File: src/rtl/imem_arbiter_if.sv
// Request/response bundle between the fetch/debug requesters, the arbiter and
// the combinational instruction memory read port.
interface imem_arbiter_if #(
    parameter int ADDR_W = 30,
    parameter int DATA_W = 32
);
    logic              fetch_req;
    logic [ADDR_W-1:0] fetch_addr;
    logic              fetch_gnt;
    logic              fetch_rvalid;
    logic [DATA_W-1:0] fetch_rdata;
    logic              fetch_err;

    logic              dbg_req;
    logic [ADDR_W-1:0] dbg_addr;
    logic              dbg_gnt;
    logic              dbg_rvalid;
    logic [DATA_W-1:0] dbg_rdata;
    logic              dbg_err;

    logic [ADDR_W-1:0] mem_addr;
    logic [DATA_W-1:0] mem_data;

    modport slave (
        input  fetch_req, fetch_addr, dbg_req, dbg_addr, mem_data,
        output fetch_gnt, fetch_rvalid, fetch_rdata, fetch_err,
               dbg_gnt, dbg_rvalid, dbg_rdata, dbg_err, mem_addr
    );

    modport master (
        output fetch_req, fetch_addr, dbg_req, dbg_addr, mem_data,
        input  fetch_gnt, fetch_rvalid, fetch_rdata, fetch_err,
               dbg_gnt, dbg_rvalid, dbg_rdata, dbg_err, mem_addr
    );
endinterface

File: src/rtl/imem_arbiter.sv
// Fetch-priority arbiter for the single-port instruction memory; debug is
// forced through after MAX_WAIT consecutive losses. One-cycle registered reads.
module imem_arbiter #(
    parameter int                ADDR_W   = 30,
    parameter int                DATA_W   = 32,
    parameter logic [ADDR_W-1:0] BASE     = 30'h00100000,
    parameter int                DEPTH    = 257,
    parameter int                MAX_WAIT = 4
) (
    input logic           clk,
    input logic           reset_n,
    imem_arbiter_if.slave bus
);
    localparam int                WC_W     = $clog2(MAX_WAIT + 1);
    localparam logic [WC_W-1:0]   WAIT_MAX = WC_W'(MAX_WAIT);
    localparam logic [ADDR_W-1:0] DEPTH_A  = ADDR_W'(DEPTH);

    typedef struct packed {
        logic [DATA_W-1:0] rdata;
        logic              err;
    } resp_t;

    logic [WC_W-1:0]   wait_cnt;
    logic              fetch_gnt, dbg_gnt, in_range;
    logic [ADDR_W-1:0] mem_addr, off;
    resp_t             cap, fetch_resp, dbg_resp;
    logic              fetch_rvalid, dbg_rvalid;

    always_comb begin
        dbg_gnt   = bus.dbg_req && (!bus.fetch_req || wait_cnt == WAIT_MAX);
        fetch_gnt = bus.fetch_req && !dbg_gnt;
        mem_addr  = dbg_gnt ? bus.dbg_addr : bus.fetch_addr;
        // offset only meaningful when addr >= BASE, so no wrap can slip through
        off       = mem_addr - BASE;
        in_range  = (mem_addr >= BASE) && (off < DEPTH_A);
        cap.rdata = in_range ? bus.mem_data : '0;
        cap.err   = !in_range;
    end

    always_ff @(posedge clk or negedge reset_n) begin
        if (!reset_n) begin
            wait_cnt <= '0;
        end else if (bus.dbg_req && !dbg_gnt) begin
            wait_cnt <= (wait_cnt == WAIT_MAX) ? wait_cnt : wait_cnt + WC_W'(1);
        end else begin
            wait_cnt <= '0;
        end
    end

    always_ff @(posedge clk or negedge reset_n) begin
        if (!reset_n) begin
            fetch_rvalid <= 1'b0;
            dbg_rvalid   <= 1'b0;
            fetch_resp   <= '0;
            dbg_resp     <= '0;
        end else begin
            fetch_rvalid <= fetch_gnt;
            dbg_rvalid   <= dbg_gnt;
            if (fetch_gnt) fetch_resp <= cap;
            if (dbg_gnt)   dbg_resp   <= cap;
        end
    end

    assign bus.fetch_gnt    = fetch_gnt;
    assign bus.dbg_gnt      = dbg_gnt;
    assign bus.mem_addr     = mem_addr;
    assign bus.fetch_rvalid = fetch_rvalid;
    assign bus.fetch_rdata  = fetch_resp.rdata;
    assign bus.fetch_err    = fetch_resp.err;
    assign bus.dbg_rvalid   = dbg_rvalid;
    assign bus.dbg_rdata    = dbg_resp.rdata;
    assign bus.dbg_err      = dbg_resp.err;
endmodule

File: src/flat_wrapper.sv
// flat-port wrapper written by rule: the top's interface ports become plain ports
module imem_arbiter_flat 
#(
    parameter int                ADDR_W   = 30,
    parameter int                DATA_W   = 32,
    parameter logic [ADDR_W-1:0] BASE     = 30'h00100000,
    parameter int                DEPTH    = 257,
    parameter int                MAX_WAIT = 4
)
  (clk, reset_n, bus_fetch_req, bus_fetch_addr, bus_dbg_req, bus_dbg_addr, bus_mem_data, bus_fetch_gnt, bus_fetch_rvalid, bus_fetch_rdata, bus_fetch_err, bus_dbg_gnt, bus_dbg_rvalid, bus_dbg_rdata, bus_dbg_err, bus_mem_addr);
  imem_arbiter_if #(.ADDR_W(ADDR_W), .DATA_W(DATA_W)) bus_i ();
  input logic clk;
  input logic reset_n;
  input wire logic [$bits(bus_i.fetch_req)-1:0] bus_fetch_req;
  input wire logic [$bits(bus_i.fetch_addr)-1:0] bus_fetch_addr;
  input wire logic [$bits(bus_i.dbg_req)-1:0] bus_dbg_req;
  input wire logic [$bits(bus_i.dbg_addr)-1:0] bus_dbg_addr;
  input wire logic [$bits(bus_i.mem_data)-1:0] bus_mem_data;
  output wire logic [$bits(bus_i.fetch_gnt)-1:0] bus_fetch_gnt;
  output wire logic [$bits(bus_i.fetch_rvalid)-1:0] bus_fetch_rvalid;
  output wire logic [$bits(bus_i.fetch_rdata)-1:0] bus_fetch_rdata;
  output wire logic [$bits(bus_i.fetch_err)-1:0] bus_fetch_err;
  output wire logic [$bits(bus_i.dbg_gnt)-1:0] bus_dbg_gnt;
  output wire logic [$bits(bus_i.dbg_rvalid)-1:0] bus_dbg_rvalid;
  output wire logic [$bits(bus_i.dbg_rdata)-1:0] bus_dbg_rdata;
  output wire logic [$bits(bus_i.dbg_err)-1:0] bus_dbg_err;
  output wire logic [$bits(bus_i.mem_addr)-1:0] bus_mem_addr;
  assign bus_i.fetch_req = bus_fetch_req;
  assign bus_i.fetch_addr = bus_fetch_addr;
  assign bus_i.dbg_req = bus_dbg_req;
  assign bus_i.dbg_addr = bus_dbg_addr;
  assign bus_i.mem_data = bus_mem_data;
  assign bus_fetch_gnt = bus_i.fetch_gnt;
  assign bus_fetch_rvalid = bus_i.fetch_rvalid;
  assign bus_fetch_rdata = bus_i.fetch_rdata;
  assign bus_fetch_err = bus_i.fetch_err;
  assign bus_dbg_gnt = bus_i.dbg_gnt;
  assign bus_dbg_rvalid = bus_i.dbg_rvalid;
  assign bus_dbg_rdata = bus_i.dbg_rdata;
  assign bus_dbg_err = bus_i.dbg_err;
  assign bus_mem_addr = bus_i.mem_addr;
  imem_arbiter #(.ADDR_W(ADDR_W), .DATA_W(DATA_W), .BASE(BASE), .DEPTH(DEPTH), .MAX_WAIT(MAX_WAIT)) u_core (.clk(clk), .reset_n(reset_n), .bus(bus_i));
endmodule
File: config.mk
export PLATFORM = sky130hd
export DESIGN_NAME = imem_arbiter_flat
export DESIGN_NICKNAME = d
export VERILOG_FILES = /design/src/rtl/imem_arbiter_if.sv /design/src/rtl/imem_arbiter.sv /design/src/flat_wrapper.sv
export SDC_FILE = /design/constraint.sdc
export NUM_CORES = 1
export LEC_CHECK = 0
export BUFFER_PORTS_ARGS = -buffer_cell sky130_fd_sc_hd__buf_2
export CAP_MARGIN = 20
export CORE_UTILIZATION = 47
export DETAILED_ROUTE_END_ITERATION = 8
export GPL_TIMING_DRIVEN = 0
export PLACE_DENSITY = 0.82
export REMOVE_ABC_BUFFERS = 1
export SETUP_SLACK_MARGIN = 0.3
export SLEW_MARGIN = 30
export SYNTH_ARGS = -nofsm -noshare
export SYNTH_HDL_FRONTEND = slang
export SYNTH_SLANG_ARGS = --single-unit
export TNS_END_PERCENT = 1
File: constraint.sdc
create_clock -name clk -period 2.7 [get_ports clk]
set_input_delay 0.27 -clock clk [delete_from_list [all_inputs] [get_ports clk]]
set_output_delay 0.27 -clock clk [all_outputs]
set_load 0.02 [all_outputs]
==> out/qor.csv <==
metric;value;unit
drtIter0Drc;228;
end_kind;flip-flop;
multi_input_area;2030;um^2
fmax;422;MHz
crit_buf_inv;5;
clk_pin_slew_worst_paths;0.08;ns
tns;0;ns
firstDrtPassIters;5;
worstPathArrival;2.58;ns
seq_area;1780;um^2
fin_cells;734;
power_density;415;nW/um^2
synth_edf_count;0;
clkSinkCount;71;
synth_seq_area_share;44.6;%
die_height;94.1;um
dp_cells;714;
crit_fanout;23;
route.detailed.drc;0;
crit_path_frequent_cell;buf_12;
synth-seq-cells;71;
setup_viol;0;
ff2ff_path_depth;10;
crit_cells;10;
power_leakage;2.69;nW
slowest_delay;0.40;ns
wire_per_inst;16.7;um
synth_top_family_by_area;simple AND/OR/NAND/NOR gates;
syn_avg_cell_area;9.05;um^2
grt_overflow;0;
synth-async-reset-ratio;100;%
wl;12200;um
hold_slack;0.191;ns
fp.dieW;94.1;um
fin_area;5400;um^2
drv_slew;0;
ys_types;30;
routabilityCongestion;0.833;
critical_path.cell_chain;inv_1 -> ha_2 -> a21bo_4 -> nand2_8 -> buf_12 -> mux2i_4 -> buf_12 -> buf_6 -> buf_8 -> o32a_1;
setup_ws;0.333;ns
relSlewSlack;51.7;%
synth_area_leaders;dfrtp_1, nand2_1, o31ai_2;
timing.final.crit_share;87.7;%
cap_violations;0;
fillers;681;
rows;33;
cts_root_buffer;clkbuf_8;
clock_skew;0.00932;ns
synth_area;3980;um^2
port-buffer-count;195;
synthCells;440;
rsz0062_at_grt;true;
synth_compound_area_share;21.0;%
hpwlAfterDp;8360;um
period_needed;2.37;ns
start_kind;flip-flop;
worstMarginPinSlew;0.725;ns
syn_to_final_growth;35.6;%
cts_tree;done;
via_count;4177;
clk_latency;0.33;ns
core;8220;um^2
whs_path_depth;3;
placed_area;5090;um^2
crit_type;reg -> reg;
cpLargestDelayFamily;buffers and inverters;
synthAdderAreaFrac;0.628;%
pre_cts_slack;-0.0697;ns
hold_viol;0;
drive_gt1_share;44.4;%
grt_max_degree;66;
clockBufferDepth;2;
hp-class;in -> reg;
synthSimpleGateAreaFrac;27.0;%
io_pins;196;
fin_nets;725;
grt_pass1_wl;19300;um
synth_ff_type;dfrtp_1;
crit_slowest_cell;dfrtp_1;
diodes;0;
start_util;48.5;%
via_per_inst;5.69;
crit_required;2.91;ns
numCtsBuffers;9;
final_util;65.7;%
dieArea;8850;um^2
yosysTopAreaCellShare;44.6;%
htreeDepth;3;
status;finished clean;
vdd_ir_drop_max;0.000224;V
synth_xor_area_share;0;%
power.total;2.24;mW
first_global_vias;4079;
synthMuxAreaShare;0.251;%
yosys.area.top_type;dfrtp_1;
antenna_found_initial;0;
antenna_left;0;
grtUsageTotal;28.1;%
synth-warning-count;0;
[placed cells by master (no fill, tap or decap), types with 3 or more instances in the layout]
cell      synthesis  routed
buf_12            0       3
buf_2             1     194
buf_4             0       5
buf_6             9       8
buf_8             1       3
clkbuf_8          0      12
dfrtp_1          71      71
inv_1             5       5
nand2_1         157     155
nand3_1          66      66
nor2_1            4       4
nor3_1            3       3
nor4_1            6       6
o31ai_1          24      24
o31ai_2          30      30
o31ai_4          10      10
or4_1             6       6
[layout make-up]
class / count / share of cell area (%)
Sequential cell: 71 / 32.9
Timing Repair Buffer: 215 / 23.1
Tap cell: 105 / 2.43
Clock buffer: 12 / 3.06
Multi-Input combinational cell: 323 / 37.6
Inverter: 7 / 0.857
Clock inverter: 1 / 0.0927
[tightest hold or removal path: stages]
cell	delay [ns]
buf_2	0.11
nand3_1	0.06
o31ai_1	0.06
[metal layers]
layer  track usage (%)  part of all wire [%]
met1              32.9                    39
met2              49.3                    51
met3              5.42                   7.5
met4              13.2                   2.2
met5                 0                     0
[report_power, final]
part	internal, mW	leakage [nW]	switching [mW]
clock network	0.393	0.0902	0.376
logic	0.142	1.62	0.260
registers	1.07	0.978	0.00153
total	1.60	2.69	0.638
[what timing repair did]
item                                    CTS  global route
cloned                                    1             1
hold endpoints to repair                 35             0
endpoints found under the setup margin   90            80
hold buffers                              1             0
setup buffers                             3             1
pin swaps                                 1             2
gates resized for setup                   5             6
[logic make-up after synthesis]
kind of cell	Yosys count
buf+inv	47
flops	71
simple gates	247
compound gates	72
fa+ha+maj	2
mux	1
[flip-flops by register name (all words and copies together) (netlist names)]
signal	cells
u_core.bus.dbg_rdata	32
u_core.bus.fetch_rdata	32
u_core.wait_cnt	3
u_core.bus.dbg_err	1
u_core.bus.dbg_rvalid	1
u_core.bus.fetch_err	1
u_core.bus.fetch_rvalid	1
[cell usage after synthesis (2+ instances only)]
cell,n
dfrtp_1,71
o31ai_2,30
nor3_1,3
or4_1,6
and3_1,2
ha_1,2
nor4_1,6
inv_1,5
o31ai_1,24
buf_1,3
o32a_1,2
nand2_1,157
buf_6,9
or4b_1,2
clkbuf_1,26
o31ai_4,10
nor2_1,4
nand3_1,66
[worst paths after layout]
| check | slack (ns) | endpoint | from |
|---|---|---|---|
| setup / recovery | 0.33 | u_core.bus.fetch_err$_DFFE_PN0P_ | u_core.wait_cnt[0]$_DFFE_PN0P_ |
| max in group asynchronous | 1.70 | u_core.bus.dbg_rdata[7]$_DFFE_PN0N_ | reset_n |
| min in group asynchronous | 0.43 | u_core.bus.fetch_rdata[15]$_DFFE_PN0P_ | reset_n |
| hold reg to reg | 0.46 | u_core.wait_cnt[0]$_DFFE_PN0P_ | u_core.wait_cnt[0]$_DFFE_PN0P_ |
| hold / removal | 0.19 | u_core.bus.dbg_rdata[11]$_DFFE_PN0N_ | bus_mem_data[11] |
| setup reg to reg | 0.33 | u_core.bus.fetch_err$_DFFE_PN0P_ | u_core.wait_cnt[0]$_DFFE_PN0P_ |
(Power assumes the default switching activity.)
